File: src/rtl/cpu_pipe_pkg.sv
// cpu_pipe_pkg: shared fetch-stage types and defaults.
//   fetch_state_t  fetch sequencer states
//   DEF_XLEN       default datapath/address width
//   DEF_NOP_INSTR  default bubble instruction word
package cpu_pipe_pkg;
    localparam int DEF_XLEN = 32;
    localparam logic [31:0] DEF_NOP_INSTR = 32'h0;
    typedef enum logic [1:0] {IDLE, WAIT, HOLD, DROP} fetch_state_t;
endpackage

File: src/rtl/if_id_reg.sv
// if_id_reg: IF/ID pipeline register with flush > stall > load > bubble priority.
//   clk_i, rst_i (async, active-low)
//   flush_i  clear all fields
//   stall_i  hold all fields
//   load_i   capture {pc4_i, instr_i} as a valid instruction
//   pc4_o, instr_o, valid_o  register contents
module if_id_reg import cpu_pipe_pkg::*; #(
    parameter int          XLEN      = DEF_XLEN,
    parameter logic [31:0] NOP_INSTR = DEF_NOP_INSTR
) (
    input  logic            clk_i,
    input  logic            rst_i,
    input  logic            flush_i,
    input  logic            stall_i,
    input  logic            load_i,
    input  logic [XLEN-1:0] pc4_i,
    input  logic [31:0]     instr_i,
    output logic [XLEN-1:0] pc4_o,
    output logic [31:0]     instr_o,
    output logic            valid_o
);
    logic [XLEN-1:0] pc4_q;
    logic [31:0]     instr_q;
    logic            valid_q;

    always_ff @(posedge clk_i or negedge rst_i) begin
        if (!rst_i) begin
            pc4_q   <= '0;
            instr_q <= NOP_INSTR;
            valid_q <= 1'b0;
        end else if (flush_i) begin
            pc4_q   <= '0;
            instr_q <= NOP_INSTR;
            valid_q <= 1'b0;
        end else if (!stall_i) begin
            // A bubble keeps pc4 so ID still sees the last fall-through address.
            pc4_q   <= load_i ? pc4_i : pc4_q;
            instr_q <= load_i ? instr_i : NOP_INSTR;
            valid_q <= load_i;
        end
    end

    assign pc4_o   = pc4_q;
    assign instr_o = instr_q;
    assign valid_o = valid_q;
endmodule

File: src/rtl/if_fetch_ctrl.sv
// if_fetch_ctrl: instruction fetch sequencer feeding the IF/ID register.
//   clk_i, rst_i (async, active-low)
//   pc_i / pc_write_o        ProgramCounter interface
//   imem_req_o/addr_o/ack_i/data_i  instruction-memory handshake
//   stall_i, flush_i         hazard/redirect controls from later stages
//   ifid_pc4_o/instr_o/valid_o  IF/ID register outputs
//   err_o                    sticky fetch-timeout flag
module if_fetch_ctrl import cpu_pipe_pkg::*; #(
    parameter int          XLEN      = DEF_XLEN,
    parameter logic [31:0] NOP_INSTR = DEF_NOP_INSTR,
    parameter int          TIMEOUT   = 16
) (
    input  logic            clk_i,
    input  logic            rst_i,
    input  logic [XLEN-1:0] pc_i,
    output logic            pc_write_o,
    output logic            imem_req_o,
    output logic [XLEN-1:0] imem_addr_o,
    input  logic            imem_ack_i,
    input  logic [31:0]     imem_data_i,
    input  logic            stall_i,
    input  logic            flush_i,
    output logic [XLEN-1:0] ifid_pc4_o,
    output logic [31:0]     ifid_instr_o,
    output logic            ifid_valid_o,
    output logic            err_o
);
    localparam int CW = $clog2(TIMEOUT + 1);

    fetch_state_t    state_q, state_d;
    logic [XLEN-1:0] addr_q, addr_d;
    logic [31:0]     buf_q, buf_d;
    logic [CW-1:0]   cnt_q, cnt_d;
    logic            err_q, err_d;
    logic            accept;
    logic            waiting;

    assign accept  = !stall_i && !flush_i && ((state_q == WAIT && imem_ack_i) || state_q == HOLD);
    assign waiting = state_q == WAIT || state_q == DROP;

    always_comb begin
        state_d = state_q;
        addr_d  = addr_q;
        buf_d   = buf_q;
        case (state_q)
            // A flush in IDLE reloads the PC this edge, so sample it again next cycle.
            IDLE: if (!flush_i) begin
                addr_d  = pc_i;
                state_d = WAIT;
            end
            WAIT: if (imem_ack_i) begin
                buf_d   = imem_data_i;
                state_d = (stall_i && !flush_i) ? HOLD : IDLE;
            end else if (flush_i) begin
                state_d = DROP;
            end
            HOLD: state_d = (flush_i || !stall_i) ? IDLE : HOLD;
            DROP: state_d = imem_ack_i ? IDLE : DROP;
            default: state_d = IDLE;
        endcase
        // Saturate so a long hang cannot wrap the counter back below TIMEOUT.
        cnt_d = (waiting && !imem_ack_i) ? ((cnt_q == CW'(TIMEOUT)) ? cnt_q : cnt_q + 1'b1) : '0;
        err_d = err_q || (cnt_d == CW'(TIMEOUT));
    end

    always_ff @(posedge clk_i or negedge rst_i) begin
        if (!rst_i) begin
            state_q <= IDLE;
            addr_q  <= '0;
            buf_q   <= '0;
            cnt_q   <= '0;
            err_q   <= 1'b0;
        end else begin
            state_q <= state_d;
            addr_q  <= addr_d;
            buf_q   <= buf_d;
            cnt_q   <= cnt_d;
            err_q   <= err_d;
        end
    end

    assign pc_write_o  = accept || flush_i;
    assign imem_req_o  = state_q == WAIT;
    assign imem_addr_o = addr_q;
    assign err_o       = err_q;

    if_id_reg #(.XLEN(XLEN), .NOP_INSTR(NOP_INSTR)) u_ifid (
        .clk_i   (clk_i),
        .rst_i   (rst_i),
        .flush_i (flush_i),
        .stall_i (stall_i),
        .load_i  (accept),
        .pc4_i   (addr_q + XLEN'(4)),
        .instr_i ((state_q == HOLD) ? buf_q : imem_data_i),
        .pc4_o   (ifid_pc4_o),
        .instr_o (ifid_instr_o),
        .valid_o (ifid_valid_o)
    );
endmodule

File: config.mk
export PLATFORM = sky130hd
export DESIGN_NAME = if_fetch_ctrl
export DESIGN_NICKNAME = d
export VERILOG_FILES = /design/src/rtl/cpu_pipe_pkg.sv /design/src/rtl/if_id_reg.sv /design/src/rtl/if_fetch_ctrl.sv
export SDC_FILE = /design/constraint.sdc
export NUM_CORES = 1
export LEC_CHECK = 0
export ABC_AREA = 0
export BUFFER_PORTS_ARGS = -buffer_cell sky130_fd_sc_hd__buf_2
export CAP_MARGIN = 20
export CORE_ASPECT_RATIO = 1.2
export CORE_MARGIN = 10
export CORE_UTILIZATION = 35
export DETAILED_ROUTE_END_ITERATION = 7
export PLACE_DENSITY = 0.59
export SYNTH_ARGS = -nofsm -noshare
export SYNTH_HDL_FRONTEND = slang
export SYNTH_SLANG_ARGS = --single-unit
File: constraint.sdc
create_clock -name clk_i -period 1.9 [get_ports clk_i]
set_input_delay 0.095 -clock clk_i [delete_from_list [all_inputs] [get_ports clk_i]]
set_output_delay 0.095 -clock clk_i [all_outputs]
set_load 0.03 [all_outputs]
-- After elaboration in Yosys (flattened, before gate mapping)
Index checks and enable logic that the tools add are counted.
- multiplexer cells: 18
- divide/modulo/power cells: 0
- $lt $le $gt $ge: 0
- shifts and indexed selects: 0
- add/subtract/negate cells: 2
- equality and inequality tests: 8
- reduce and logical (&&, ||, !) cells: 19
- multipliers: 0
- bitwise gates (word level): 1
- operator list (operator ; number):
    $mux W32 ; 7
    $add A32 B3 Y32 const B ; 1
    $mux W2 ; 6
    $eq A5 B5 Y1 const B ; 2
    $mux W5 ; 2
    $pmux W2 S4 ; 1
    $reduce_and A2 Y1 ; 4
    $add A5 B1 Y5 const B ; 1
    $logic_and A1 B1 Y1 ; 5
    $logic_or A1 B1 Y1 ; 5
    $eq A2 B2 Y1 const B ; 2
    $logic_not A1 Y1 ; 3
    $ne A3 B1 Y1 const B ; 1
    $eq A2 B1 Y1 const B ; 1
    $logic_not A2 Y1 ; 1
    $mux W1 ; 2
    $ne A2 B1 Y1 const B ; 1
    $ne A2 B2 Y1 const B ; 1
    $reduce_bool A2 Y1 ; 1
    $not A1 Y1 ; 1
- memory bits (read-only): 0
- output and inout port bits: 100
- memory bits (writable): 0
- memories kept: 0
- register bits: 137
- latch bits: 0

-- Longest topological paths before layout
Gate-level depths: netlist of run 1.
- depth in word-level cells: 7
- mapped depth: 8

-- Cells and area by module
Synthesis of run 1 repeated with hierarchy kept, for this count alone.
- cells, all modules: 532
- area total of the unflattened synthesis: 6630.1 sq um
- by module, submodules not included (module ; area each (sq um) ; seq. area each (sq um) ; instances ; cells each):
    if_fetch_ctrl ; 3763.6 ; 1801.7 ; 1 ; 306
    if_id_reg ; 2866.5 ; 1626.6 ; 1 ; 226

-- Least setup slack after synthesis of run 1
Ideal clock, no wire load.
- kind: flip-flop to flip-flop
- from: register addr_q[13], in the netlist imem_addr_o[13]
- to: register u_ifid.pc4_q[29], in the netlist u_ifid.pc4_o[29]
- setup slack: -0.232 ns
- buffers on the path: 1
- cell stages (with the launch flop): 6
- arrival: 2.008 ns
- cells stage by stage: dfrtp_1 nand4_2 or4_4 buf_6 o311a_1 a211o_1
- word-level cells in the longest chain between the ends: 4
- RTL lines (what ; RTL line ; text):
    start: declaration ; if_fetch_ctrl.sv:31 ; logic [XLEN-1:0] addr_q, addr_d;
    start signal: assignment ; if_fetch_ctrl.sv:75 ; addr_q <= addr_d;
    $add A32 B3 Y32 ; if_fetch_ctrl.sv:93 ; .pc4_i (addr_q + XLEN'(4)),
    $mux W32 ; if_id_reg.sv:37 ; pc4_q <= load_i ? pc4_i : pc4_q;
    $mux W32 ; if_id_reg.sv:35 ; end else if (!stall_i) begin
    $mux W32 ; if_id_reg.sv:31 ; end else if (flush_i) begin
    end signal: assignment ; if_id_reg.sv:37 ;
    end: declaration ; if_id_reg.sv:22 ; logic [XLEN-1:0] pc4_q;
No other way between the ends. The select of a mux whose other input is x is not followed.
A chain may end at the register's enable or synchronous reset.

-- Worst setup path in the final report of run 1
- from: register state_q[0]
- to: register u_ifid.pc4_q[17], in the netlist u_ifid.pc4_o[17]
- word-level cells in the longest chain between the ends: 6
- elaborated cells on any way between the ends: 7
- those cells by class: 2 x eq/ne; 5 x reduce/logical
- RTL lines (what ; RTL line ; text):
    start: declaration ; if_fetch_ctrl.sv:30 ; fetch_state_t state_q, state_d;
    start signal: assignment ; if_fetch_ctrl.sv:74 ; state_q <= state_d;
    $eq A2 B1 Y1 ; if_fetch_ctrl.sv:38 ; assign accept = !stall_i && !flush_i && ((state_q == WAIT && imem_ack_i) || state_q == HOLD);
    $logic_and A1 B1 Y1 ; if_fetch_ctrl.sv:38 ;
    $logic_or A1 B1 Y1 (*) ; if_fetch_ctrl.sv:38 ;
    $logic_and A1 B1 Y1 (*) ; if_fetch_ctrl.sv:38 ;
    $reduce_bool A2 Y1 (no source line) (*) ; - ;
    $reduce_and A2 Y1 (no source line) (*) ; - ;
Mark *: on every way between the ends. The rest lies on a longest branch, timed or not.

==> results by group, run 1 <==
Clocking
  • CTS H-Tree Depth: 4
  • CTS sink cnt: ~140
  • CTS buffer count: 17
  • Clk_lat worst skew: between 400 and 500 ps
  • CTS tree: yes
  • Clock root buffer: clkbuf_16
  • CTS max path bufs: 2
  • Worst-path clk slew: 60 ps

Min path
  • Worst hold path class: in2async

Synth
  • Simple-gate share of the synthesized area: 0.136
  • #FFs+latches synth: about 140
  • Compound-Gate Fraction of Synth Area: 0.0891
  • Predominant post-synthesis flop cell: dfrtp_1
  • Mux share of post-synthesis cell area: 0.159
  • Synth async-reset ratio: 1.00
  • Syn_nets: around 610
  • Largest family of logic cells by synthesized area: multiplexers
  • Library cells used by synthesis: between 40 and 50
  • Number of synthesized flops with an enable pin: 0
  • Xor/xnor share of the synthesized area: 0.0227
  • Yosys Warn Count: 0
  • Post-Syn Instances: approximately 540
  • Post-Synth Adder-Cell Area: 0.00608
  • Post-synthesis sequential area ratio: 0.555
  • Synthesized cell area: approximately 6000 µm²
  • Avg Cell Area, Syn: ~12 µm²

Pwr
  • Worst IR drop on VDD: 0.839 mV
  • Pwr Density: between 1000 and 1500 nW/µm²
  • Static Leak: around 4.2 nW

Floorplan
  • Die width: around 140 µm
  • Chip Height: 166 µm
  • Die area: 23,400 µm²
  • IO Count: 169
  • Initial core utilization: 0.354
  • Core region area: 17,400 µm²
  • Std cell rows: between 50 and 60

Routing
  • Post-DRT Antenna Nets: 0
  • DR iter-0 viols: 289
  • DRT Wirelength: 18,500 µm
  • Wire per inst: 17.9 µm
  • Drt pass-1 iters: 4
  • Via-to-Cell Ratio: 5.07
  • DR vias: between 5,000 and 6,000
  • DRC: 0

STA
  • Slew HR: 0.650
  • Final hold vios: 0
  • Fin. max-slew vios: 0
  • Fmax: roughly 530 MHz
  • Final period util: 0.990
  • Clock skew: a little under 9 ps
  • Tmin final: about 1900 ps
  • Final setup violating endpoints: 0
  • Worst Tran Pin Value: approximately 520 ps
  • Sum of negative setup slack: 0 ps
  • RSZ-0062 raised after global routing: yes

Cells and area
  • Final-stage net count: ~870
  • Layout cell share with drive strength beyond 1: 0.415
  • Final Core Density: 0.513
  • Post-route cell area: 8940 µm²
  • Final Non-Filler Cells: about 1,000
  • Layout Area Growth over Synthesis: 44.8%

Placed design
  • Port Buf Inserts: about 170
  • Placed Area: around 7600 µm²
  • Detailed placement HPWL: 13,100 µm
  • Cell Count Post-Placement: 929
  • GP Congestion: approximately 0.81

Worst setup path
  • Worst-path maximum fanout: 19
  • CP Class: reg2reg
  • Critical Path RT: 2250 ps
  • Startpoint types: flop
  • Crit end category: flop
  • Critical Path AT: 2230 ps

Global routing
  • Pin count of the biggest net entering global routing: between 60 and 70
  • Vias in the first global route: ~5,500
  • Antenna violations before repair: 0
  • Remaining Overflow, GRT: 0
  • GRT Resource Usage Total: 0.156
  • First-pass GRT wire length: just under 30,000 µm

Flow run
  • Max-cap violation count: 0

Status
  • Status: finished clean
logic make-up after synthesis:
logic type | after synthesis
buffers and inverters | 46
adder cells (fa/ha/maj) | 3
AND/OR/NAND/NOR | 159
multiplexers | 91
AO/OA/AOI/OAI | 85
flip-flops | 137
XOR/XNOR | 16
critical path, cell delays in order (launching register included):
cell      delay (ps)
dfrtp_2          440
nand2b_4         160
a211o_4          360
buf_4            170
buf_4            190
nor4_2           320
a311o_1          170
cells in the mapped netlist, drive strengths merged, types with 4 or more instances:
cell	number	share of area
a211o	4	0.0057
or4	9	0.012
a21oi	6	0.0049
nand3	38	0.031
dfrtp	137	0.55
o211ai	6	0.0073
clkbuf	22	0.014
mux2	59	0.11
nand4	13	0.017
and3	5	0.0051
nor2	8	0.0049
nor3	9	0.0081
o211a	6	0.0097
nand2	54	0.033
and4	4	0.0057
o21ai	47	0.038
xor2	8	0.011
inv	9	0.0055
a311o	7	0.011
xnor2	8	0.011
nor4	9	0.0091
buf	15	0.013
mux2i	32	0.052
through the flow:
step	setup slack (ps)	total power, W	hold WS (ps)
global route	-40.0	0.0121	44.4
detailed placement	45.7	0.00793	-96.1
CTS	7.00	0.0116	23.5
finish	18.8	0.0114	49.0
floorplan	-28.4	0.00649	-201
global placement	72.2	0.00782	-97.5
routing by layer:
metal / global-route usage / wire [µm] / vias to the layer above
met2: 0.264 / 9440 / 158
met3: 0.0564 / 1380 / 26
li1: - / - / 2482
met1: 0.175 / 7360 / 2566
met4: 0.0634 / 279 / 0
met5: 0 / 0 / -
final timing paths:
check	start	end	slack [ps]	depth (start not counted)
max	state_q[0]	u_ifid.pc4_o[17]	20	6
min	rst_i	buf_q[24]	50	2
max reg2reg	state_q[0]	u_ifid.pc4_o[17]	20	6
min reg2reg	err_o	err_o	460	1
max in group asynchronous	rst_i	imem_addr_o[7]	1270	3
min in group clk_i	flush_i	state_q[0]	60	2
cell type report:
cell class / count / area (µm²)
Multi-Input combinational cell: 355 / 2650
Antenna cell: 2 / 5.00
Timing Repair Buffer: 277 / 1910
Tap cell: 220 / 275
Clock buffer: 21 / 450
Sequential cell: 137 / 3450
Inverter: 9 / 33.8
Fill cell: 1532 / 8500
Clock inverter: 11 / 169
sequential cells by signal, summed over array words and instances, names as in the netlist:
signal          count
buf_q              32
state_q             2
imem_addr_o        32
u_ifid.instr_o     32
err_o               1
u_ifid.pc4_o       32
u_ifid.valid_o      1
cnt_q               5
repair_timing:
item / CTS / global route
hold buffers: 65 / 0
endpoints found under the hold margin: 226 / 0
buffers inserted: 3 / 0
endpoints found under the setup margin: 1 / 9
cloned: 1 / 0
gates resized for setup: 4 / 5
pin swaps: 1 / 0
layout by cell type, fill, tap and decap left out, types with 2 or more instances in the layout:
| cell type | n |
|---|---|
| a211o_1 | 3 |
| a21oi_1 | 6 |
| a311o_1 | 7 |
| a31o_2 | 2 |
| and2_1 | 2 |
| and3_1 | 5 |
| and4_1 | 4 |
| buf_12 | 6 |
| buf_2 | 166 |
| buf_4 | 37 |
| buf_6 | 3 |
| bufinv_16 | 4 |
| clkbuf_1 | 3 |
| clkbuf_16 | 17 |
| clkinv_2 | 3 |
| clkinv_4 | 2 |
| dfrtp_1 | 118 |
| dfrtp_2 | 19 |
| diode_2 | 2 |
| dlygate4sd3_1 | 65 |
| ha_1 | 3 |
| inv_1 | 9 |
| mux2_2 | 59 |
| mux2i_1 | 32 |
| nand2_1 | 54 |
| nand3_1 | 36 |
| nand3_2 | 2 |
| nand4_1 | 11 |
| nand4_4 | 2 |
| nor2_1 | 8 |
| nor3_1 | 8 |
| nor4_1 | 8 |
| o211a_1 | 6 |
| o211ai_1 | 6 |
| o21ai_0 | 47 |
| or4_1 | 7 |
| or4_4 | 2 |
| xnor2_1 | 8 |
| xor2_1 | 8 |
power by group:
| part | switching [W] | internal, W |
|---|---|---|
| clock | 0.00122 | 0.00223 |
| combinational | 0.00215 | 0.00155 |
| sequential | 0.000578 | 0.00371 |
Note: power is estimated with default switching activity, not from simulation.
==> inputs of run 2 (changes only) <==
Settings changed: BUFFER_PORTS_ARGS -buffer_cell sky130_fd_sc_hd__buf_2 to default, CTS_CLUSTER_SIZE from default to 28, DONT_BUFFER_PORTS from default to 1, PLACE_DENSITY 0.59 to 0.51.
==> run 2 against run 1 <==
The flow now finishes with violations (negative hold slack); cell area shrank 7.6%; hold slack lost 680 ps; cell count fell by 15%; core utilization down 3.9 points; combinational power shrank 16%; critical path depth stayed put; total power decreased by 0.16%; maximum frequency increased by 2.1%; non-clock buffer count shrank 149; flip-flop and latch count stayed put.
==> results by group, run 2 (same netlist as run 1, synthesis figures left out) <==
Status
  • Status: finished with violations
  • Failing checks: negative hold slack

Pwr
  • Static Leak: 3.55 nW (-15%)
  • Pwr Density: 1380 nW/µm² (+8.1%)
  • Worst IR drop on VDD: 0.814 mV (-3.0%)
  • Total power: 0.0114 W (-0.16%)

Worst setup path
  • Critical Path AT: 2150 ps (-80 ps)
  • WP buf/inv: 2 (unchanged)
  • Critical Path RT: 2210 ps (-40 ps)
  • Crit path max-delay family: compound AO/OA/AOI/OAI gates
  • R2R setup slack: 60 ps (+40 ps)
  • R2R Path Start: state_q[1]
  • Cell Chain, Critical Path: nand3b_4 -> a211o_4 -> buf_6 -> buf_12 -> and3_1 -> a211o_1
  • Critical-path top delay cell: dfrtp_1
  • R2R Path End: u_ifid.pc4_o[18]
  • Worst path max stage delay: 400 ps (-40 ps)
  • CP Class: reg2reg
  • Register-to-Register Path Depth: 6 (unchanged)
  • Worst-path maximum fanout: 21 (+2)
  • Startpoint types: flop
  • Crit end category: flop

Global routing
  • Remaining Overflow, GRT: 0 (unchanged)
  • First-pass GRT wire length: 28,300 µm (-2.2%)
  • Antenna violations before repair: 0 (unchanged)
  • Vias in the first global route: 5,002 (-9.0%)
  • GRT Resource Usage Total: 0.156 (-0.000327)
  • Pin count of the biggest net entering global routing: 138 (+100%)

STA
  • RSZ-0062 raised after global routing: no
  • Final hold vios: 137 (+137)
  • Slew HR: 0.560 (-0.0903)
  • Fin. max-slew vios: 0 (unchanged)
  • Final setup violating endpoints: 0 (unchanged)
  • Final period util: 0.969 (-0.0208)
  • Fmax: 543 MHz (+2.1%)
  • Hold WS: -627 ps (-676 ps)
  • Clock skew: 6.81 ps (-1.87 ps)
  • Tmin final: 1840 ps (-39.5 ps)
  • Worst Tran Pin Value: 658 ps (+140 ps)

Cells and area
  • Final Non-Filler Cells: 880 (-15%)
  • Most frequent cells in the layout: 119 x dfrtp_1, 66 x dlygate4sd3_1, 59 x mux2_2
  • Final-stage net count: 719 (-17%)
  • Layout Area Growth over Synthesis: 33.8%
  • Post-route cell area: 8260 µm² (-7.6%)
  • Antenna Diode Count: 0 (-2)
  • Layout cell share with drive strength beyond 1: 0.279 (-0.136)
  • Commonest non-fill, non-tap cell in the layout: dfrtp_1

Flow run
  • Max-cap violation count: 0 (unchanged)

Floorplan
  • Std cell rows: 53 (unchanged)
  • Core region area: 17,400 µm² (unchanged)
  • Die width: 141 µm (unchanged)
  • Die area: 23,400 µm² (unchanged)
  • Initial core utilization: 0.354 (unchanged)
  • Chip Height: 166 µm (unchanged)
  • IO Count: 169 (unchanged)

Clocking
  • CTS sink cnt: 137 (unchanged)
  • CTS max path bufs: 2 (unchanged)
  • CTS H-Tree Depth: 4 (unchanged)
  • # hold bufs at CTS: 66 (+1.5%)
  • CTS buffer count: 17 (unchanged)
  • CTS tree: yes
  • Clk_lat worst skew: 420 ps (about the same)
  • Clock root buffer: clkbuf_16
  • Worst-path clk slew: 60 ps (about the same)

Placed design
  • Cell Count Post-Placement: 775 (-17%)
  • Detailed placement HPWL: 12,600 µm (-3.6%)
  • Placed Area: 6830 µm² (-10%)
  • GP Congestion: 0.775 (-4.1%)
  • Port Buf Inserts: 0 (-100%)

Routing
  • Post-DRT Antenna Nets: 0 (unchanged)
  • DR vias: 4,652 (-11%)
  • DRC: 0 (unchanged)
  • DR iter-0 viols: 208 (-28%)
  • DRT Wirelength: 18,000 µm (-2.4%)
  • Drt pass-1 iters: 4 (unchanged)
  • Wire per inst: 20.5 µm (+14%)
  • Via-to-Cell Ratio: 5.29 (+4.3%)

Min path
  • Worst hold path class: in2async
==> run 2: power by group <==
group	internal (W)	leakage (nW)	switching, W	total, W
Combinational	0.00138	1.49	0.00174	0.00312
Sequential	0.00370	1.74	0.000870	0.00457
Clock	0.00248	0.329	0.00126	0.00374
==> run 2: worst max-delay path by stage <==
stage / from / endpoint / slack (ps) / cells after the start
floorplan: imem_addr_o[8] / u_ifid.pc4_o[17] / -30 / 5
global placement: imem_addr_o[12] / u_ifid.pc4_o[29] / 100 / 4
detailed placement: state_q[1] / u_ifid.pc4_o[18] / 50 / 5
CTS: state_q[1] / pc_write_o / 1 / 5
global route: state_q[1] / u_ifid.pc4_o[18] / 2 / 6
finish: state_q[1] / u_ifid.pc4_o[18] / 60 / 6
==> run 2: final cells by class <==
type	instances	area [µm²]
multi-input combinational	354	2620
clock inverter	14	226
clock buffer	18	439
tap	220	275
inverter	9	33.8
sequential	137	3450
timing repair buffer	128	1220
fill	1610	9180
==> run 2: repair_timing <==
item | 4_1_cts | 5_1_grt
cloned | 0 | 1
pin swaps | 1 | 1
endpoints found under the hold margin | 239 | 137
gates resized for setup | 7 | 1
setup endpoints to repair | 1 | 4
buffers inserted | 2 | 4
==> run 2: stage by stage <==
step / setup WS (ps) / hold WS (ps) / TNS (ps) / utilization
floorplan: -28.4 / -201 / -103 / -
global route: 1.79 / -656 / 0 / 0.474
finish: 58.3 / -627 / 0 / 0.474
global placement: 99.9 / -194 / 0 / 0.392
CTS: 1.11 / -649 / 0 / 0.470
detailed placement: 47.3 / -195 / 0 / 0.392
==> run 2: routing by layer <==
layer | part of all wire | global-route usage | wire length (µm) | vias up
met4 | 0.024 | 0.0583 | 426 | 0
met3 | 0.095 | 0.0758 | 1700 | 31
li1 | - | - | - | 2162
met5 | 0 | 0 | 0 | -
met2 | 0.51 | 0.271 | 9220 | 156
met1 | 0.37 | 0.159 | 6660 | 2303
